**config.mk**
```make
export PLATFORM = sky130hd
export DESIGN_NAME = scan_hex_formatter_flat
export DESIGN_NICKNAME = d
export VERILOG_FILES = /design/src/rtl/scan_hex_formatter_if.sv /design/src/rtl/scan_hex_formatter.sv /design/src/flat_wrapper.sv
export SDC_FILE = /design/constraint.sdc
export NUM_CORES = 1
export LEC_CHECK = 0
export CELL_PAD_IN_SITES_DETAIL_PLACEMENT = 0
export CELL_PAD_IN_SITES_GLOBAL_PLACEMENT = 1
export CORE_MARGIN = 10
export CORE_UTILIZATION = 42
export CTS_CLUSTER_DIAMETER = 200
export DETAILED_ROUTE_END_ITERATION = 10
export PLACE_DENSITY_LB_ADDON = 0.1
export SLEW_MARGIN = 30
export SYNTH_ARGS = -nofsm -noshare
export SYNTH_HDL_FRONTEND = slang
export SYNTH_SLANG_ARGS = --single-unit
```
**constraint.sdc**
```tcl
create_clock -name clk -period 3.3 [get_ports clk]
set_input_delay 0.99 -clock clk [delete_from_list [all_inputs] [get_ports clk]]
set_output_delay 0.99 -clock clk [all_outputs]
set_load 0.05 [all_outputs]
```
**src/rtl/scan_hex_formatter_if.sv**
```systemverilog
// scan_hex_formatter_if: PS/2 scan-code input and UART TX write port of scan_hex_formatter.
interface scan_hex_formatter_if;
   logic [7:0] scan_data;
   logic       scan_done_tick;
   logic       tx_full;
   logic       wr_uart;
   logic [7:0] w_data;
   modport master (input scan_data, scan_done_tick, tx_full, output wr_uart, w_data);
   modport slave (output scan_data, scan_done_tick, tx_full, input wr_uart, w_data);
endinterface

```
**src/rtl/scan_hex_formatter.sv**
```systemverilog
// scan_hex_formatter: buffers scan codes in a FIFO and writes each as two hex digits plus a separator.
// Define SCAN_HEX_LINEBREAK_EN to end every CODES_PER_LINE codes with CR LF instead of a space.
module scan_hex_formatter #(
   parameter int FIFO_AW        = 2,
   parameter int CODES_PER_LINE = 16,
   parameter bit LOWERCASE      = 1'b0
) (
   input  logic                 clk,
   input  logic                 reset,
   scan_hex_formatter_if.master bus,
   output logic                 overflow,
   output logic                 busy
);
   localparam int DEPTH = 1 << FIFO_AW;
   localparam logic [2:0] IDLE = 3'd0, HI = 3'd1, LO = 3'd2, SEP = 3'd3;
`ifdef SCAN_HEX_LINEBREAK_EN
   localparam logic [2:0] LF = 3'd4;
`endif
   if (CODES_PER_LINE < 1 || CODES_PER_LINE > 255) begin : g_bad_cpl
      $error("CODES_PER_LINE out of range");
   end
   logic [2:0]         state, state_nx;
   logic [7:0]         mem [DEPTH];
   logic [FIFO_AW-1:0] rd_ptr, wr_ptr;
   logic [FIFO_AW:0]   count;
   logic [7:0]         hold;
   logic [3:0]         nib;
   logic [7:0]         hex;
   logic               empty, wr, push, pop, sep_exit;
   assign empty = count == '0;
   assign wr    = state != IDLE && !bus.tx_full;
   // A full FIFO still takes a push when the head leaves in the same cycle.
   assign push  = bus.scan_done_tick && (!count[FIFO_AW] || pop);
   assign pop   = !empty && (state == IDLE || (wr && sep_exit));
   assign busy  = state != IDLE || !empty;
   assign nib   = state == HI ? hold[7:4] : hold[3:0];
   assign hex   = (nib < 4'd10 ? 8'h30 : LOWERCASE ? 8'h57 : 8'h37) + {4'h0, nib};
   assign bus.wr_uart = wr;
`ifdef SCAN_HEX_LINEBREAK_EN
   logic [7:0] column;
   logic       eol;
   assign eol      = column == 8'(CODES_PER_LINE - 1);
   assign sep_exit = (state == SEP && !eol) || state == LF;
   assign bus.w_data = (state == HI || state == LO) ? hex :
                       state == LF ? 8'h0A : (state == SEP && eol) ? 8'h0D : 8'h20;
   always_ff @(posedge clk) begin
      if (!reset)
         column <= '0;
      else if (wr && state == SEP)
         column <= eol ? '0 : column + 8'd1;
   end
`else
   assign sep_exit   = state == SEP;
   assign bus.w_data = (state == HI || state == LO) ? hex : 8'h20;
`endif
   always_comb begin
      state_nx = state;
      if (state == IDLE || (wr && sep_exit))
         state_nx = empty ? IDLE : HI;
      else if (wr && state == HI)
         state_nx = LO;
      else if (wr && state == LO)
         state_nx = SEP;
`ifdef SCAN_HEX_LINEBREAK_EN
      else if (wr && state == SEP)
         state_nx = LF;
`endif
   end
   always_ff @(posedge clk) begin
      if (reset && push)
         mem[wr_ptr] <= bus.scan_data;
   end
   always_ff @(posedge clk) begin
      if (!reset) begin
         state    <= IDLE;
         rd_ptr   <= '0;
         wr_ptr   <= '0;
         count    <= '0;
         hold     <= '0;
         overflow <= 1'b0;
      end else begin
         state    <= state_nx;
         overflow <= bus.scan_done_tick && !push;
         count    <= count + (FIFO_AW + 1)'(push) - (FIFO_AW + 1)'(pop);
         if (push)
            wr_ptr <= wr_ptr + FIFO_AW'(1);
         if (pop) begin
            hold   <= mem[rd_ptr];
            rd_ptr <= rd_ptr + FIFO_AW'(1);
         end
      end
   end
endmodule

```
**src/flat_wrapper.sv**
```systemverilog
// flat-port wrapper written by rule: the top's interface ports become plain ports
module scan_hex_formatter_flat 
#(
   parameter int FIFO_AW        = 2,
   parameter int CODES_PER_LINE = 16,
   parameter bit LOWERCASE      = 1'b0
)
  (clk, reset, overflow, busy, bus_scan_data, bus_scan_done_tick, bus_tx_full, bus_wr_uart, bus_w_data);
  scan_hex_formatter_if bus_i ();
  input  logic clk;
  input  logic reset;
  output logic overflow;
  output logic busy;
  input wire logic [$bits(bus_i.scan_data)-1:0] bus_scan_data;
  input wire logic [$bits(bus_i.scan_done_tick)-1:0] bus_scan_done_tick;
  input wire logic [$bits(bus_i.tx_full)-1:0] bus_tx_full;
  output wire logic [$bits(bus_i.wr_uart)-1:0] bus_wr_uart;
  output wire logic [$bits(bus_i.w_data)-1:0] bus_w_data;
  assign bus_i.scan_data = bus_scan_data;
  assign bus_i.scan_done_tick = bus_scan_done_tick;
  assign bus_i.tx_full = bus_tx_full;
  assign bus_wr_uart = bus_i.wr_uart;
  assign bus_w_data = bus_i.w_data;
  scan_hex_formatter #(.FIFO_AW(FIFO_AW), .CODES_PER_LINE(CODES_PER_LINE), .LOWERCASE(LOWERCASE)) u_core (.clk(clk), .reset(reset), .bus(bus_i), .overflow(overflow), .busy(busy));
endmodule
```
==> results.tsv <==
metric	value	unit
wirelength	4114	microns
leakagePower	1.101	nW
synth_top_area_share	41.11	%
routed-via-count	1427	
critPathMostFrequentCell	inv_2	
yosysTopAreaCell	edfxtp_1	
end_kind	primary output	
max-slew-margin-rel	60.00	%
numCtsBuffers	5	
htreeDepth	2	
finalMaxSlewViolations	0	
drive_above_1_share	29.11	%
ctsHoldBuffers	0	
tightest_slew	599.2	ps
clkTransAtPathRegs	90	ps
async_flop_share	0	%
ant_nets	0	
stdcell_count	285	
placed_area	2758	sq um
finalHoldViolCount	0	
hold_path_class	reg -> reg	
clkLatencyLatePin	300	ps
tritoncts	yes	
grt_max_degree	21	
grt-ovfl-total	0	
synth.distinct_cells	39	
synth_edf_count	32	
ir_drop	0.0003265	V
violations	setup timing	
worst_setup_path_start_kind	flip-flop	
routabilityCongestion	0.7954	
yosysWarnings	0	
synthTopCellsByArea	edfxtp_1 41%, dfxtp_1 15%, mux4_2 7.7%	
clock_skew	6.632	ps
syn_inst	177	
viasPerCell	5.007	
cpPeakStageDelay	360	ps
io_buffers	21	
arrival	2360	ps
seq_area_frac_synth	56.53	%
crit_type	reg -> out	
power_density	790.8	nW/um^2
drv_cap	0	
critPathLaunch	u_core.state[1]	
syn_to_final_growth	27.14	%
syn-cell-area	2337	sq um
core	5439	sq um
drt_iter0_markers	29	
rows	27	
period_share	101.4	%
layout.nets	239	
stdcell_area	2972	sq um
r2r-end	u_core.count[2]	
antenna_cells	0	
setup_viol	3	
drt_pre_antenna_iters	4	
worstSetupEndpoint	bus_w_data[4]	
grt_pass1_vias	1492	
cts_buffer_depth	2	
finalPower	0.002350	W
crit_slowest_cell	fa_2	
track_usage	9.983	%
dieArea	8948	sq um
cp.required	2310	ps
io_pins	23	
synth.avg_cell_area	13.20	sq um
r2r_slack	930	ps
final_common_cell	edfxtp_1	
r2r_cells	10	
grt_pass1_wl	7072	microns
hpwl	3055	microns
die_h	94.60	microns
cp_cell_sequence	inv_2 -> ha_4 -> and3b_1 -> a31oi_2 -> nand2b_1 -> ha_2 -> fa_2 -> inv_2 -> o21ba_4 -> and2_4 -> buf_12	
start_util	42.97	%
dp.cells	273	
wl_per_cell	14.44	microns
worstReg2RegStart	u_core.state[0]	
ys.flop_type	edfxtp_1	
remaining_drc_errors	0	
fmax	0.2987	GHz
worstPathMaxFanout	7	
status	finished, violations left	
post-route-min-period	3348	ps
fp.dieW	94.60	microns
syn_nets	204	
ys_ff_latch	50	
cts_num_sinks	50	
antenna_found_initial	0	
cts-root-buf	clkbuf_8	
most-common-layout-cells	32 x edfxtp_1, 17 x dfxtp_1, 15 x nand2_1, 14 x buf_4, 13 x clkdlybuf4s50_1	
rsz0062_at_grt	true	
fin_ws	-47.80	ps
registers in the layout, summed over array words and instances, names as in the netlist:
| name | flops |
|---|---|
| u_core.rd_ptr | 2 |
| u_core.state | 2 |
| u_core.overflow | 1 |
| u_core.wr_ptr | 2 |
| u_core.hold | 8 |
| u_core.mem | 32 |
| u_core.count | 3 |
cells in the mapped netlist, types with 2 or more instances:
master,n
dfxtp_1,18
buf_4,2
mux4_2,8
and2_1,14
a21oi_1,2
o2bb2ai_1,8
ha_1,13
and3b_1,3
mux2_2,2
o21ai_0,3
nand3_1,2
nor2_1,8
fa_1,2
inv_1,11
clkbuf_1,2
nor3b_1,2
edfxtp_1,32
buf_2,3
nor2b_1,2
a31oi_1,2
nand2_1,15
xor2_1,2
nor3_1,2
xnor2_1,3
nand2b_1,2
how the worst min path moves through the flow:
stage	startpoint	to	slack, ps	depth (start not counted)
after floorplan	u_core.hold[4]	u_core.hold[4]	440	2
after detailed placement	u_core.hold[4]	u_core.hold[4]	460	2
after CTS	u_core.hold[4]	u_core.hold[4]	470	2
final	u_core.hold[0]	u_core.hold[0]	470	2
after global placement	u_core.hold[4]	u_core.hold[4]	460	2
after global routing	u_core.hold[0]	u_core.hold[0]	510	2
stage by stage:
step / worst slack, ps / hold slack (ps) / TNS (ps) / utilization, %
floorplan: -24.76 / 438.4 / -26.51 / -
global placement: 46.10 / 459.5 / 0 / 50.70
detailed placement: -25.92 / 457.6 / -25.92 / 50.70
CTS: -45.78 / 472.1 / -151.1 / 54.31
global route: -161.7 / 508.8 / -685.8 / 54.64
finish: -47.80 / 471.9 / -111.1 / 54.64
kinds of logic (layout without fill, tap and decap cells):
kind of cell | Yosys count | in the layout | synth area share, %
and+or+nand+nor | 53 | 53 | 12.53
DFF | 50 | 50 | 56.53
AOI/OAI and AO/OA | 22 | 22 | 7.441
buffers and inverters | 20 | 56 | 3.693
adders and majority gates | 15 | 15 | 8.673
muxes | 11 | 11 | 9.100
xor gates and xnor gates | 5 | 5 | 1.874
other | 1 | 1 | 0.1604
layout make-up:
| type | count | area (sq um) |
|---|---|---|
| inverters | 12 | 45.04 |
| well taps | 72 | 90.09 |
| fillers | 456 | 2467 |
| flip-flops and latches | 50 | 1323 |
| repair buffers | 36 | 397.9 |
| clock buffers | 5 | 68.82 |
| multi-input cells | 107 | 999.7 |
| clock inverters | 3 | 47.55 |
what timing repair did:
item                                   CTS  global route
resized for setup                       17             3
setup endpoints to repair                6             6
pin swaps                                5             3
endpoints found under the hold margin    0             0
buffers inserted                         3             1
routing by layer:
metal / part of all wire [%] / vias to the layer above / global-route usage [%]
met3: 5.0 / 5 / 2.934
met2: 50 / 27 / 17.05
met4: 1.2 / 0 / 3.367
met1: 44 / 693 / 11.74
met5: 0 / - / 0
li1: - / 702 / -
power by group:
group / total (W) / switching (W) / leakage (nW) / internal (W)
sequential: 0.000883 / 0.000112 / 0.439 / 0.000772
clock: 0.000433 / 0.000203 / 0.0587 / 0.000230
combinational: 0.00103 / 0.000507 / 0.603 / 0.000527
total: 0.00235 / 0.000822 / 1.10 / 0.00153
critical path, delay by kind of cell (launching register included):
family,cells,cell delay [ps]
buffers and inverters,3,260
flip-flops,1,330
AND/OR/NAND/NOR,3,450
AO/OA/AOI/OAI,2,290
adder cells (fa/ha/maj),3,720
No activity file was read; power rests on OpenSTA's default activity.
